--- config.mk ---
export PLATFORM = sky130hd
export DESIGN_NAME = muldiv_unit
export DESIGN_NICKNAME = d
export VERILOG_FILES = /design/src/rtl/muldiv_unit.sv
export SDC_FILE = /design/constraint.sdc
export NUM_CORES = 1
export LEC_CHECK = 0
export BUFFER_PORTS_ARGS = -buffer_cell sky130_fd_sc_hd__buf_2
export CORE_MARGIN = 2
export CORE_UTILIZATION = 48
export CTS_BUF_LIST = sky130_fd_sc_hd__clkbuf_2 sky130_fd_sc_hd__clkbuf_4 sky130_fd_sc_hd__clkbuf_8
export DETAILED_ROUTE_END_ITERATION = 10
export PLACE_DENSITY_LB_ADDON = 0.3
export SLEW_MARGIN = 15
export SYNTH_ARGS = -nofsm -noshare
export SYNTH_HDL_FRONTEND = slang
export SYNTH_SLANG_ARGS = --single-unit
--- constraint.sdc ---
create_clock -name clk -period 4.75 [get_ports clk]
set_clock_uncertainty 0.05 [all_clocks]
set_input_delay 0.7125 -clock clk [delete_from_list [all_inputs] [get_ports clk]]
set_output_delay 0.7125 -clock clk [all_outputs]
set_load 0.005 [all_outputs]
--- src/rtl/muldiv_unit.sv ---
// Multi-cycle multiply/divide unit that owns the HI/LO register pair.
// It uses a shift-add multiplier and a restoring divider, running one bit per cycle on operand magnitudes.
module muldiv_unit #(
    parameter int WIDTH = 32,
    parameter int CNT_W = 6
) (
    input  logic             clk,
    input  logic             rst_n,
    input  logic             i_start,
    input  logic [5:0]       i_funct,
    input  logic [WIDTH-1:0] i_in1,
    input  logic [WIDTH-1:0] i_in2,
    input  logic             i_flush,
    output logic             o_busy,
    output logic             o_done,
    output logic [WIDTH-1:0] o_hi,
    output logic [WIDTH-1:0] o_lo,
    output logic [WIDTH-1:0] o_mf_out
);

    localparam logic [5:0] F_MFHI  = 6'b010000;
    localparam logic [5:0] F_MTHI  = 6'b010001;
    localparam logic [5:0] F_MFLO  = 6'b010010;
    localparam logic [5:0] F_MTLO  = 6'b010011;
    localparam logic [5:0] F_MULT  = 6'b011000;
    localparam logic [5:0] F_MULTU = 6'b011001;
    localparam logic [5:0] F_DIV   = 6'b011010;
    localparam logic [5:0] F_DIVU  = 6'b011011;

    localparam logic [1:0] S_IDLE  = 2'd0;
    localparam logic [1:0] S_CALC  = 2'd1;
    localparam logic [1:0] S_FIXUP = 2'd2;

    localparam logic [CNT_W-1:0] LAST_ITER = CNT_W'(WIDTH - 1);

    logic [1:0]         r_state;
    logic [CNT_W-1:0]   r_cnt;
    logic               r_busy;
    logic               r_done;
    logic [WIDTH-1:0]   r_hi;
    logic [WIDTH-1:0]   r_lo;
    logic               r_is_div;
    logic               r_neg_res;
    logic               r_neg_rem;
    logic               r_div_zero;
    logic [WIDTH-1:0]   r_in1;
    logic [WIDTH-1:0]   r_op;
    logic [2*WIDTH-1:0] r_acc;

    logic               w_is_mul;
    logic               w_is_div;
    logic               w_signed;
    logic [WIDTH-1:0]   w_abs1;
    logic [WIDTH-1:0]   w_abs2;
    logic [WIDTH:0]     w_mul_sum;
    logic [WIDTH:0]     w_rem_sh;
    logic [WIDTH:0]     w_rem_diff;
    logic               w_rem_ge;
    logic [2*WIDTH-1:0] w_acc_step;
    logic [2*WIDTH-1:0] w_prod_fix;
    logic [WIDTH-1:0]   w_quo;
    logic [WIDTH-1:0]   w_rem;
    logic [WIDTH-1:0]   w_quo_fix;
    logic [WIDTH-1:0]   w_rem_fix;

    assign w_is_mul = (i_funct == F_MULT) || (i_funct == F_MULTU);
    assign w_is_div = (i_funct == F_DIV)  || (i_funct == F_DIVU);
    assign w_signed = (i_funct == F_MULT) || (i_funct == F_DIV);
    assign w_abs1   = (w_signed && i_in1[WIDTH-1]) ? -i_in1 : i_in1;
    assign w_abs2   = (w_signed && i_in2[WIDTH-1]) ? -i_in2 : i_in2;

    // Multiply: r_acc = {partial product, remaining multiplier bits}; r_op is the multiplicand.
    assign w_mul_sum = {1'b0, r_acc[2*WIDTH-1:WIDTH]} + (r_acc[0] ? {1'b0, r_op} : {(WIDTH+1){1'b0}});

    // Divide: r_acc = {partial remainder, dividend/quotient bits}; r_op is the divisor.
    assign w_rem_sh   = r_acc[2*WIDTH-1:WIDTH-1];
    assign w_rem_ge   = (w_rem_sh >= {1'b0, r_op});
    assign w_rem_diff = w_rem_sh - {1'b0, r_op};

    always_comb begin
        w_acc_step = {w_mul_sum, r_acc[WIDTH-1:1]};
        if (r_is_div) begin
            if (w_rem_ge)
                w_acc_step = {w_rem_diff[WIDTH-1:0], r_acc[WIDTH-2:0], 1'b1};
            else
                w_acc_step = {w_rem_sh[WIDTH-1:0], r_acc[WIDTH-2:0], 1'b0};
        end
    end

    assign w_prod_fix = r_neg_res ? -r_acc : r_acc;
    assign w_quo      = r_acc[WIDTH-1:0];
    assign w_rem      = r_acc[2*WIDTH-1:WIDTH];
    assign w_quo_fix  = r_neg_res ? -w_quo : w_quo;
    assign w_rem_fix  = r_neg_rem ? -w_rem : w_rem;

    always_ff @(posedge clk) begin
        if (!rst_n) begin
            r_state    <= S_IDLE;
            r_cnt      <= '0;
            r_busy     <= 1'b0;
            r_done     <= 1'b0;
            r_hi       <= '0;
            r_lo       <= '0;
            r_is_div   <= 1'b0;
            r_neg_res  <= 1'b0;
            r_neg_rem  <= 1'b0;
            r_div_zero <= 1'b0;
            r_in1      <= '0;
            r_op       <= '0;
            r_acc      <= '0;
        end else begin
            r_done <= 1'b0;
            if (i_flush) begin
                r_state <= S_IDLE;
                r_busy  <= 1'b0;
            end else begin
                case (r_state)
                    S_IDLE: begin
                        if (i_start) begin
                            if (w_is_mul || w_is_div) begin
                                r_state    <= S_CALC;
                                r_busy     <= 1'b1;
                                r_cnt      <= '0;
                                r_is_div   <= w_is_div;
                                r_neg_res  <= w_signed && (i_in1[WIDTH-1] ^ i_in2[WIDTH-1]);
                                r_neg_rem  <= w_signed && i_in1[WIDTH-1];
                                r_div_zero <= w_is_div && (i_in2 == '0);
                                r_in1      <= i_in1;
                                r_op       <= w_is_div ? w_abs2 : w_abs1;
                                r_acc      <= {{WIDTH{1'b0}}, (w_is_div ? w_abs1 : w_abs2)};
                            end else if (i_funct == F_MTHI) begin
                                r_hi <= i_in1;
                            end else if (i_funct == F_MTLO) begin
                                r_lo <= i_in1;
                            end
                        end
                    end
                    S_CALC: begin
                        r_acc <= w_acc_step;
                        r_cnt <= r_cnt + 1'b1;
                        if (r_cnt == LAST_ITER)
                            r_state <= S_FIXUP;
                    end
                    S_FIXUP: begin
                        if (!r_is_div) begin
                            {r_hi, r_lo} <= w_prod_fix;
                        end else if (r_div_zero) begin
                            r_hi <= r_in1;
                            r_lo <= '1;
                        end else begin
                            r_lo <= w_quo_fix;
                            r_hi <= w_rem_fix;
                        end
                        r_busy  <= 1'b0;
                        r_done  <= 1'b1;
                        r_state <= S_IDLE;
                    end
                    default: r_state <= S_IDLE;
                endcase
            end
        end
    end

    assign o_busy   = r_busy;
    assign o_done   = r_done;
    assign o_hi     = r_hi;
    assign o_lo     = r_lo;
    assign o_mf_out = (i_funct == F_MFHI) ? r_hi : r_lo;

endmodule

# After elaboration in Yosys (flattened, before gate mapping)

Index checks and enable logic that the tools add are counted.

Multiply operators: 0
Muxes and demuxes: 38
Eq/ne operators: 17
Magnitude comparators: 1
Shift operators: 0
Add/subtract/negate cells: 8
Bitwise logic cells: 3
Div/mod/pow operators: 0
Reduce and logical (&&, ||, !) cells: 19

Operators by type and width:

| operator            | number |
|---|---|
| $mux 32             | 19 |
| $mux 64             | 5 |
| $neg 32->32         | 4 |
| $pmux 32 s2         | 2 |
| $pmux 64 s2         | 1 |
| $neg 64->64         | 1 |
| $eq 6x5->1 const B  | 8 |
| $add 32x32->33      | 1 |
| $ge 33x32->1        | 1 |
| $logic_not 32->1    | 1 |
| $sub 32x32->32      | 1 |
| $ne 2x2->1 const B  | 7 |
| $mux 6              | 2 |
| $pmux 6 s2          | 1 |
| $reduce_and 4->1    | 2 |
| $add 6x1->6 const B | 1 |
| $mux 2              | 3 |
| $reduce_and 3->1    | 2 |
| $reduce_and 6->1    | 1 |
| $reduce_and 5->1    | 1 |
| $logic_and 1x1->1   | 4 |
| $logic_or 1x1->1    | 4 |
| $pmux 2 s2          | 1 |
| $reduce_bool 2->1   | 2 |
| 8 further kinds     | 11 |

Bits of input ports: 74
Memory bits (writable): 0
ROM bits: 0
Memories: 0
Bits in registers: 206
Logic and storage cells: 99
Latch bits: 0

# Logic depth before layout (Yosys ltp)

Gate-level depths: netlist of run 1.

Word-level depth: 8
Mapped depth: 14
Mapped depth without buffers: 13

# Worst setup path after synthesis of run 1

OpenSTA, ideal clock, no wires.

Path kind: input -> register
Start: input i_in2[11]
End: register r_op[29]
Path slack: 1.481 ns
Arrival time: 3.102 ns
Setup time: 0.116 ns
Data required time: 4.584 ns
Path buffers: 0
Stages on the path: 8
Cells stage by stage: or4_4 > or4b_4 > or3_4 > or2_4 > o31a_1 > xnor2_2 > nand2_1 > a41o_1

Word-level cells in the longest chain between the ends: 3

RTL lines:

| what                 | RTL line | source |
|---|---|---|
| from (decl)          | 12       | `input logic [WIDTH-1:0] i_in2,` |
| $neg 32->32          | 70       | `assign w_abs2 = (w_signed && i_in2[WIDTH-1]) ? -i_in2 : i_in2;` |
| $mux 32              | 70       |  |
| $mux 32              | 129      | `r_op <= w_is_div ? w_abs2 : w_abs1;` |
| to (signal assigned) | 129      |  |
| to (decl)            | 47       | `logic [WIDTH-1:0] r_op;` |

No other way between the ends.
A chain may end at the register's enable or synchronous reset.

# Worst setup path after layout of run 1

Start: register r_acc[0]
End: register r_acc[56]

Word-level cells in the longest chain between the ends: 4

RTL lines:

| what                   | RTL line | source |
|---|---|---|
| from (decl)            | 48       | `logic [2*WIDTH-1:0] r_acc;` |
| from (signal assigned) | 130      | `r_acc <= {{WIDTH{1'b0}}, (w_is_div ? w_abs1 : w_abs2)};` |
| from (signal assigned) | 139      | `r_acc <= w_acc_step;` |
| $mux 32                | 73       | `assign w_mul_sum = {1'b0, r_acc[2*WIDTH-1:WIDTH]} + (r_acc[0] ? {1'b0, r_op} : {(WIDTH+1){1'b0}});` |
| $add 32x32->33         | 73       |  |
| $mux 64                | 82       | `if (r_is_div) begin` |
| $pmux 64 s2            | 117      | `case (r_state)` |

No other way between the ends.

==> results of run 1 <==
[worst paths after layout]
kind,from,to,cells after the start
worst max-delay path,r_acc[0],r_acc[56],12
worst min-delay path,i_in2[0],r_op[0],3
worst max register to register,r_acc[0],r_acc[56],12
worst min register to register,r_op[12],r_op[12],2
[sequential cells by signal, summed over array words and instances (netlist names), 2 cells and up]
name,cells
o_hi,32
o_lo,32
r_acc,64
r_cnt,6
r_in1,32
r_op,32
r_state,2
[cell families (layout without fill, tap and decap cells)]
kind of cell    Yosys count  in the layout  share of synthesized area (%)
buf+inv                 241            358                           5.36
other cells               0              1                              0
mux                     109            109                           6.70
fa+ha+maj                71             71                           5.29
simple gates            779            779                           21.1
compound gates          797            797                           29.2
flops                   206            206                           24.2
xor+xnor                160            160                           8.25
[per-layer routing]
layer  routed length [µm]  global-route usage [%]
met5                   39                       0
met4                 3960                    18.7
met3                 7870                    9.24
met2                31600                    58.3
met1                28500                    49.2
[through the flow]
step	hold WS (ns)	setup WS, ns	std cells	cell area [µm²]
final	0.399	0.223	2942	19200
after global routing	0.418	0.206	2941	19200
after CTS	0.382	0.406	2941	19200
after detailed placement	0.395	0.488	2868	18300
after global placement	0.390	0.519	2868	18300
after floorplan	0.381	1.48	2363	17100
[cell usage in the layout (no fill, tap or decap), drive strengths merged, types with 20 or more instances in the layout]
cell type,Yosys,layout
a22oi,28,28
nand2,311,311
a21o,29,29
o221ai,41,41
a31oi,21,21
nor3,54,54
o31ai,31,31
buf,19,219
nand3,54,54
clkbuf,156,64
o211ai,40,40
mux2i,67,67
a21oi,264,264
nor2,203,203
xnor2,114,114
dfxtp,206,206
ha,69,69
o21ai,188,188
or3,25,25
mux2,42,42
o22ai,20,20
inv,66,67
xor2,46,46
a211oi,27,27
[power breakdown]
part           total (µW)  switching, µW  leakage, µW  internal (µW)
combinational         578            394      0.00573            184
sequential           1760           18.0      0.00166           1740
clock                2000            876     0.000472           1130
total                4340           1290      0.00786           3050
[worst max-delay path, delay by kind of cell, from the launching register on]
kind	cells	cell delay [ns]
xor gates and xnor gates	1	0.10
adders and majority gates	1	0.39
buffers and inverters	1	0.68
and+or+nand+nor	1	0.09
DFF	1	0.38
AOI/OAI and AO/OA	8	2.64
[cells in the mapped netlist, drive strengths merged (5+ instances only)]
master | n | area (µm²)
nand3b | 5 | 37.5
o21ai | 188 | 941
o211ai | 40 | 300
o21a | 16 | 120
o22ai | 20 | 125
a21o | 29 | 218
buf | 19 | 81.3
ha | 69 | 863
and3 | 14 | 87.6
nor2 | 203 | 762
or2 | 12 | 77.6
mux2i | 67 | 671
o221ai | 41 | 359
inv | 66 | 248
a22o | 7 | 61.3
o31ai | 31 | 238
or4 | 14 | 109
a211oi | 27 | 203
or3 | 25 | 161
nand4 | 11 | 68.8
a31oi | 21 | 131
dfxtp | 206 | 4120
nor3 | 54 | 270
nand2b | 12 | 75.1
nor2b | 15 | 93.8
and2 | 13 | 81.3
xor2 | 46 | 403
o31a | 6 | 52.6
mux2 | 42 | 473
o41ai | 14 | 130
o21bai | 7 | 52.6
a311oi | 19 | 166
a22oi | 28 | 210
clkbuf | 156 | 586
xnor2 | 114 | 1010
a21oi | 264 | 1320
nor4 | 17 | 136
nand2 | 311 | 1170
a21boi | 5 | 37.5
nand3 | 54 | 270
[cell type report]
cell class / instances / area (µm²)
fillers: 3439 / 16200
multi-input cells: 1916 / 12100
flip-flops and latches: 206 / 4130
repair buffers: 219 / 1240
clock buffers: 64 / 800
well taps: 461 / 577
inverters: 66 / 250
clock inverters: 9 / 87.6
diodes: 1 / 2.50
==> flow_metrics.py, run 1 <==
metrics = {
    "clock_network": {
        "cts_sinks": 206,
        "clkLatencyLatePin_ns": 0.58,
        "clkTransAtPathRegs_ns": 0.06,
        "post_cts_buffers": 0,
        "cts_buffers": 40,
        "cts-resized-gates": 0,
        "cts_buffer_depth": 3,
        "root_buffer": "clkbuf_8",
        "cts_htree_levels": 2,
        "hold_buffers": 0,
        "cts_tree": "built",
    },
    "power_and_ir_drop": {
        "power-per-cell-area_nw_per_um2": 227,
        "p_total_uw": 4340,
        "cellLeakagePower_uw": 0.00786,
        "peakVddDrop_mv": 0.198,
    },
    "worst_setup_path": {
        "path_cells": "inv_1, nor2_1, ha_1, o211a_1, a21boi_0, a2111oi_0, o211a_1, o31ai_1, o21ai_0, xor2_1, a22oi_1, o221ai_1",
        "cpPeakStageDelay_ns": 1.23,
        "r2r_slack_ns": 0.22,
        "cp_max_fo": 21,
        "end_kind": "flip-flop",
        "critPathArrivalTime_ns": 4.85,
        "critPathSlowestCell": "a2111oi_0",
        "start_kind": "flip-flop",
        "critPathMostFrequentCell": "o211a_1",
        "critPathRequiredTime_ns": 5.08,
        "worst-setup-path-type": "flip-flop to flip-flop",
    },
    "route": {
        "via_per_inst": 6.58,
        "firstDrtPassIters": 6,
        "drtIter0Drc": 2472,
        "wire_per_inst_um": 24.5,
        "drtAntennaViolNets": 0,
        "drcViolationCount": 0,
        "drt-total-wl_um": 72000,
        "num_vias": 19400,
    },
    "synth": {
        "syn_nets": 2508,
        "netlist_area_um2": 17100,
        "avgSynthCellArea_um2": 7.22,
        "ys_seq_area_share_pct": 24.2,
        "synthCells": 2363,
        "synth_cell_types": 83,
        "synth_edf_count": 0,
        "synthArstFlopShare_pct": 0,
        "ys.flop_type": "dfxtp_1",
        "ys_ff_latch": 206,
        "ys_warn_count": 0,
    },
    "sta": {
        "finalMaxSlewViolations": 0,
        "hold_violations": 0,
        "clock.fmax_ghz": 0.221,
        "tns_ns": 0,
        "final.period_utilization_pct": 95.3,
        "tightest_slew_ns": 1.42,
        "slew_headroom_pct": 2.98,
        "finalCriticalPeriod_ns": 4.53,
        "finalSetupViolCount": 0,
        "rsz0062_at_grt": "false",
    },
    "status": {
        "outcome": "finished with violations",
        "failed_checks": "capacitance limit",
    },
    "finish": {
        "drive_gt1_share_pct": 15.0,
        "fin_util_pct": 54.3,
        "areaGrowthSynthToFinish_pct": 12.2,
        "final_nets": 2594,
    },
    "floorplan": {
        "pin_count": 172,
        "rows": 69,
        "dieWidth_um": 193,
        "core_um2": 35300,
        "dieArea_um2": 37100,
        "start_util_pct": 48.3,
        "die_h_um": 193,
    },
    "global_route": {
        "grt_pass1_wl_um": 107000,
        "grt_pass1_vias": 17700,
        "grtUsageTotal_pct": 37.8,
        "grt_max_degree": 79,
        "antenna_found_initial": 2,
        "grt-ovfl-total": 0,
    },
    "placement": {
        "gp_congestion": 1.06,
        "io_buffers": 171,
        "hpwlAfterDp_um": 53400,
    },
    "run": {
        "drv_cap": 1,
    },
    "worst_hold_path": {
        "hold_path_class": "primary input to flip-flop",
    },
}
No activity file was read; power rests on OpenSTA's default activity.
==> run 2: changes to the inputs <==
Settings changed: CORE_UTILIZATION 48 to 40.
==> flow_metrics.py, run 2 (same netlist as run 1, synthesis figures left out) <==
metrics = {
    "clock_network": {
        "cts_buffers": 41,
        "cts_sinks": 206,
        "clkLatencyLatePin_ns": 0.62,
        "cts_buffer_depth": 3,
        "root_buffer": "clkbuf_8",
        "cts_tree": "built",
        "hold_buffers": 0,
        "clkTransAtPathRegs_ns": 0.06,
        "cts_htree_levels": 2,
        "cts-resized-gates": 0,
        "post_cts_buffers": 0,
    },
    "placement": {
        "hpwlAfterDp_um": 54500,
        "io_buffers": 171,
        "dpl_cell_area_um2": 18300,
        "dpl_worst_slack_ns": 0.696,
        "gp_congestion": 1.02,
    },
    "floorplan": {
        "dieArea_um2": 44300,
        "start_util_pct": 40.6,
        "core_um2": 42000,
        "die_h_um": 211,
        "dieWidth_um": 211,
        "pin_count": 172,
        "rows": 75,
    },
    "global_route": {
        "grt_pass1_vias": 18000,
        "antenna_found_initial": 3,
        "grt-ovfl-total": 0,
        "grt_max_degree": 60,
        "grtUsageTotal_pct": 32.0,
        "grt_pass1_wl_um": 109000,
    },
    "route": {
        "top_layer": "met4",
        "drcViolationCount": 0,
        "wl_met2_um": 31800,
        "drtIter0Drc": 2226,
        "met1_length_um": 29900,
        "drtAntennaViolNets": 0,
        "drt-total-wl_um": 73100,
        "wire_per_inst_um": 24.2,
        "firstDrtPassIters": 6,
        "num_vias": 19200,
        "wl_met3_um": 7260,
        "via_per_inst": 6.38,
    },
    "sta": {
        "tns_ns": 0,
        "slew_headroom_pct": 21.0,
        "hold_violations": 0,
        "finalCriticalPeriod_ns": 4.08,
        "setup_ws_ns": 0.668,
        "finalMaxSlewViolations": 0,
        "rsz0062_at_grt": "false",
        "tightest_slew_ns": 1.18,
        "finalSetupViolCount": 0,
        "final.period_utilization_pct": 85.9,
        "whs_ns": 0.358,
        "clock.fmax_ghz": 0.245,
    },
    "finish": {
        "areaGrowthSynthToFinish_pct": 12.8,
        "mostFrequentLayoutCells": "nand2_1 (309), a21oi_1 (264), dfxtp_1 (205)",
        "mostFrequentLayoutCell": "nand2_1",
        "final_nets": 2594,
        "largest_reg_flops": 64,
        "design_area_um2": 19300,
        "drive_gt1_share_pct": 14.9,
        "fin_util_pct": 45.8,
        "largest_register": "r_acc",
    },
    "power_and_ir_drop": {
        "peakVddDrop_mv": 0.211,
        "power-per-cell-area_nw_per_um2": 229,
        "cellLeakagePower_uw": 0.00787,
    },
    "worst_hold_path": {
        "hold_path_class": "primary input to flip-flop",
    },
    "worst_setup_path": {
        "worst-setup-path-type": "flip-flop to flip-flop",
        "end_kind": "flip-flop",
        "critPathArrivalTime_ns": 4.51,
        "cp_max_fo": 6,
        "critPathRequiredTime_ns": 5.18,
        "start_kind": "flip-flop",
    },
    "run": {
        "drv_cap": 0,
    },
    "status": {
        "outcome": "complete, no violations",
    },
}
==> run 2: worst max-delay path: stages (launching register included) <==
cell       delay (ns)
dfxtp_1          0.49
inv_1            0.23
nor2_1           0.14
ha_1             0.28
a21oi_1          0.29
a21boi_0         0.51
a2111oi_1        0.29
o211a_1          0.31
o31ai_1          0.63
o21ai_0          0.23
xor2_1           0.18
a22oi_1          0.18
o221ai_1         0.13
==> run 2: worst paths after layout <==
kind          endpoint  slack, ns       from  cells after the start
max          r_acc[56]       0.67   r_acc[0]                     12
min          r_in1[21]       0.36  i_in1[21]                      3
min reg2reg    r_op[2]       0.40    r_op[2]                      2
max reg2reg  r_acc[56]       0.67   r_acc[0]                     12
==> run 2: final cells by class <==
type	count	area, µm²
diodes	1	2.50
clock buffers	61	777
clock inverters	11	140
fillers	4328	22800
inverters	66	250
multi-input cells	1916	12100
flip-flops and latches	206	4130
well taps	539	674
repair buffers	218	1210
==> run 2: stage by stage <==
step | cells | total power [µW]
2_1_floorplan | 2363 | 2120
3_3_place_gp | 2945 | 2340
3_5_place_dp | 2945 | 2340
4_1_cts | 3017 | 4400
5_1_grt | 3018 | 4540
6_report | 3018 | 4410
==> run 2: report_power, final <==
group          internal [µW]  total, µW  switching [µW]
logic                    182        570             388
clock network           1210       2080             868
registers               1740       1760            17.9
total                   3140       4410            1270
==> run 2: per-layer routing <==
layer  up-vias  track usage, %
li1       8771               -
met1      9169            41.5
met2      1076            49.1
met3       233            7.73
met4         0            16.5
met5         -               0
==> run 3: changes to the inputs <==
Settings changed: CORE_UTILIZATION 40 to 44.
==> flow_metrics.py, run 3 (same netlist as run 1, synthesis figures left out) <==
metrics = {
    "clock_network": {
        "clkLatencyLatePin_ns": 0.58,
        "cts_htree_levels": 2,
        "cts_sinks": 206,
        "clkTransAtPathRegs_ns": 0.06,
        "root_buffer": "clkbuf_8",
        "cts_tree": "built",
        "post_cts_buffers": 0,
        "cts-resized-gates": 0,
        "hold_buffers": 0,
        "cts_buffers": 39,
        "cts_buffer_depth": 3,
    },
    "route": {
        "via_per_inst": 6.35,
        "wire_per_inst_um": 23.9,
        "num_vias": 19000,
        "firstDrtPassIters": 8,
        "drtIter0Drc": 2188,
        "drcViolationCount": 0,
        "drtAntennaViolNets": 0,
        "drt-total-wl_um": 71600,
    },
    "placement": {
        "io_buffers": 171,
        "gp_congestion": 1.05,
        "placedCellCount": 2925,
        "hpwlAfterDp_um": 53800,
        "dpl_cell_area_um2": 18300,
    },
    "global_route": {
        "grt_max_degree": 77,
        "antenna_found_initial": 2,
        "grtUsageTotal_pct": 34.3,
        "grt-ovfl-total": 0,
        "grt_pass1_wl_um": 108000,
        "grt_pass1_vias": 17700,
    },
    "worst_setup_path": {
        "critPathArrivalTime_ns": 4.35,
        "worst-setup-path-type": "flip-flop to flip-flop",
        "end_kind": "flip-flop",
        "cp_max_fo": 19,
        "critPathRequiredTime_ns": 5.12,
        "start_kind": "flip-flop",
    },
    "finish": {
        "mostFrequentLayoutCells": "nand2_1 (309), a21oi_1 (264), dfxtp_1 (205)",
        "final_cells": 2997,
        "largest_reg_flops": 64,
        "areaGrowthSynthToFinish_pct": 12.7,
        "final_nets": 2593,
        "mostFrequentLayoutCell": "nand2_1",
        "design_area_um2": 19200,
        "drive_gt1_share_pct": 14.9,
        "largest_register": "r_acc",
    },
    "floorplan": {
        "rows": 72,
        "core_um2": 38500,
        "dieWidth_um": 201,
        "dieArea_um2": 40400,
        "pin_count": 172,
        "die_h_um": 201,
        "start_util_pct": 44.4,
    },
    "sta": {
        "tns_ns": 0,
        "hold_violations": 0,
        "finalMaxSlewViolations": 0,
        "clock.fmax_ghz": 0.252,
        "finalCriticalPeriod_ns": 3.97,
        "finalSetupViolCount": 0,
        "final.period_utilization_pct": 83.7,
        "slew_headroom_pct": 23.5,
        "rsz0062_at_grt": "false",
        "tightest_slew_ns": 1.12,
    },
    "power_and_ir_drop": {
        "p_clk_share_pct": 46.8,
        "p_switching_uw": 1260,
        "p_int_uw": 3130,
        "p_seq_share_pct": 40.0,
        "power-per-cell-area_nw_per_um2": 228,
        "p_comb_share_pct": 13.1,
        "peakVddDrop_mv": 0.217,
        "cellLeakagePower_uw": 0.00787,
        "power.share.switching_pct": 28.6,
    },
    "run": {
        "drv_cap": 0,
    },
    "status": {
        "outcome": "complete, no violations",
    },
    "worst_hold_path": {
        "hold_path_class": "primary input to flip-flop",
    },
}
-- run 3: cell count changes in the layout (fill, tap and decap cells not counted) --
cell | previous run | this run
a2111oi_0 | 2 | 3
a2111oi_1 | 1 | 0
buf_12 | 0 | 1
clkbuf_4 | 10 | 14
clkbuf_8 | 51 | 49
clkinv_2 | 6 | 4
inv_6 | 1 | 0
nor2_1 | 200 | 201
nor2_2 | 2 | 0
nor2_4 | 1 | 2
-- run 3: worst paths after layout --
check             startpoint   endpoint  slack, ns  cells past startpoint
hold / removal     i_in1[21]  r_in1[21]       0.35                      3
hold reg to reg     r_in1[2]   r_in1[2]       0.40                      2
setup reg to reg    r_acc[0]  r_acc[56]       0.78                     12
setup / recovery    r_acc[0]  r_acc[56]       0.78                     12
-- run 3: metal layers --
metal  vias up  wire length (µm)  share of wire, %  track usage, %
li1       8753                 -                 -               -
met1      9029             29400                41            45.5
met2      1051             31200                44            53.2
met3       210              6930               9.7            6.10
met4         0              4090               5.7            17.9
met5         -                 0                 0               0
-- run 3: critical path: stages (launching register included) --
cell and delay [ns]:
dfxtp_1 0.36, inv_1 0.48, nor2_1 0.09, ha_1 0.38
o211a_1 0.18, a21boi_0 0.13, a2111oi_0 1.01, o211a_1 0.34
o31ai_1 0.13, o21ai_0 0.24, xor2_1 0.10, a22oi_1 0.18
o221ai_1 0.13
-- run 3: power by group through the flow --
stage	Sequential [µW]	Clock, µW	Combinational (µW)
5_1_grt	1760	2150	609
2_1_floorplan	1790	0	336
4_1_cts	1760	2070	560
6_report	1760	2050	576
3_3_place_gp	1790	0	555
3_5_place_dp	1790	0	558
-- run 3: through the flow --
stage / power, µW / setup WS [ns] / hold slack (ns) / util (%)
2_1_floorplan: 2120 / 1.48 / 0.381 / -
3_3_place_gp: 2350 / 0.973 / 0.388 / 47.6
3_5_place_dp: 2350 / 0.926 / 0.397 / 47.6
4_1_cts: 4380 / 0.859 / 0.332 / 50.0
5_1_grt: 4520 / 0.543 / 0.380 / 50.0
6_report: 4390 / 0.776 / 0.349 / 50.0
-- run 3: cell type report --
type                            count  area (µm²)
Fill cell                        3941       19200
Multi-Input combinational cell   1916       12100
Sequential cell                   206        4130
Timing Repair Buffer              219        1230
Clock buffer                       63         779
Tap cell                          518         648
Inverter                           66         250
Clock inverter                      8         121
Antenna cell                        1        2.50
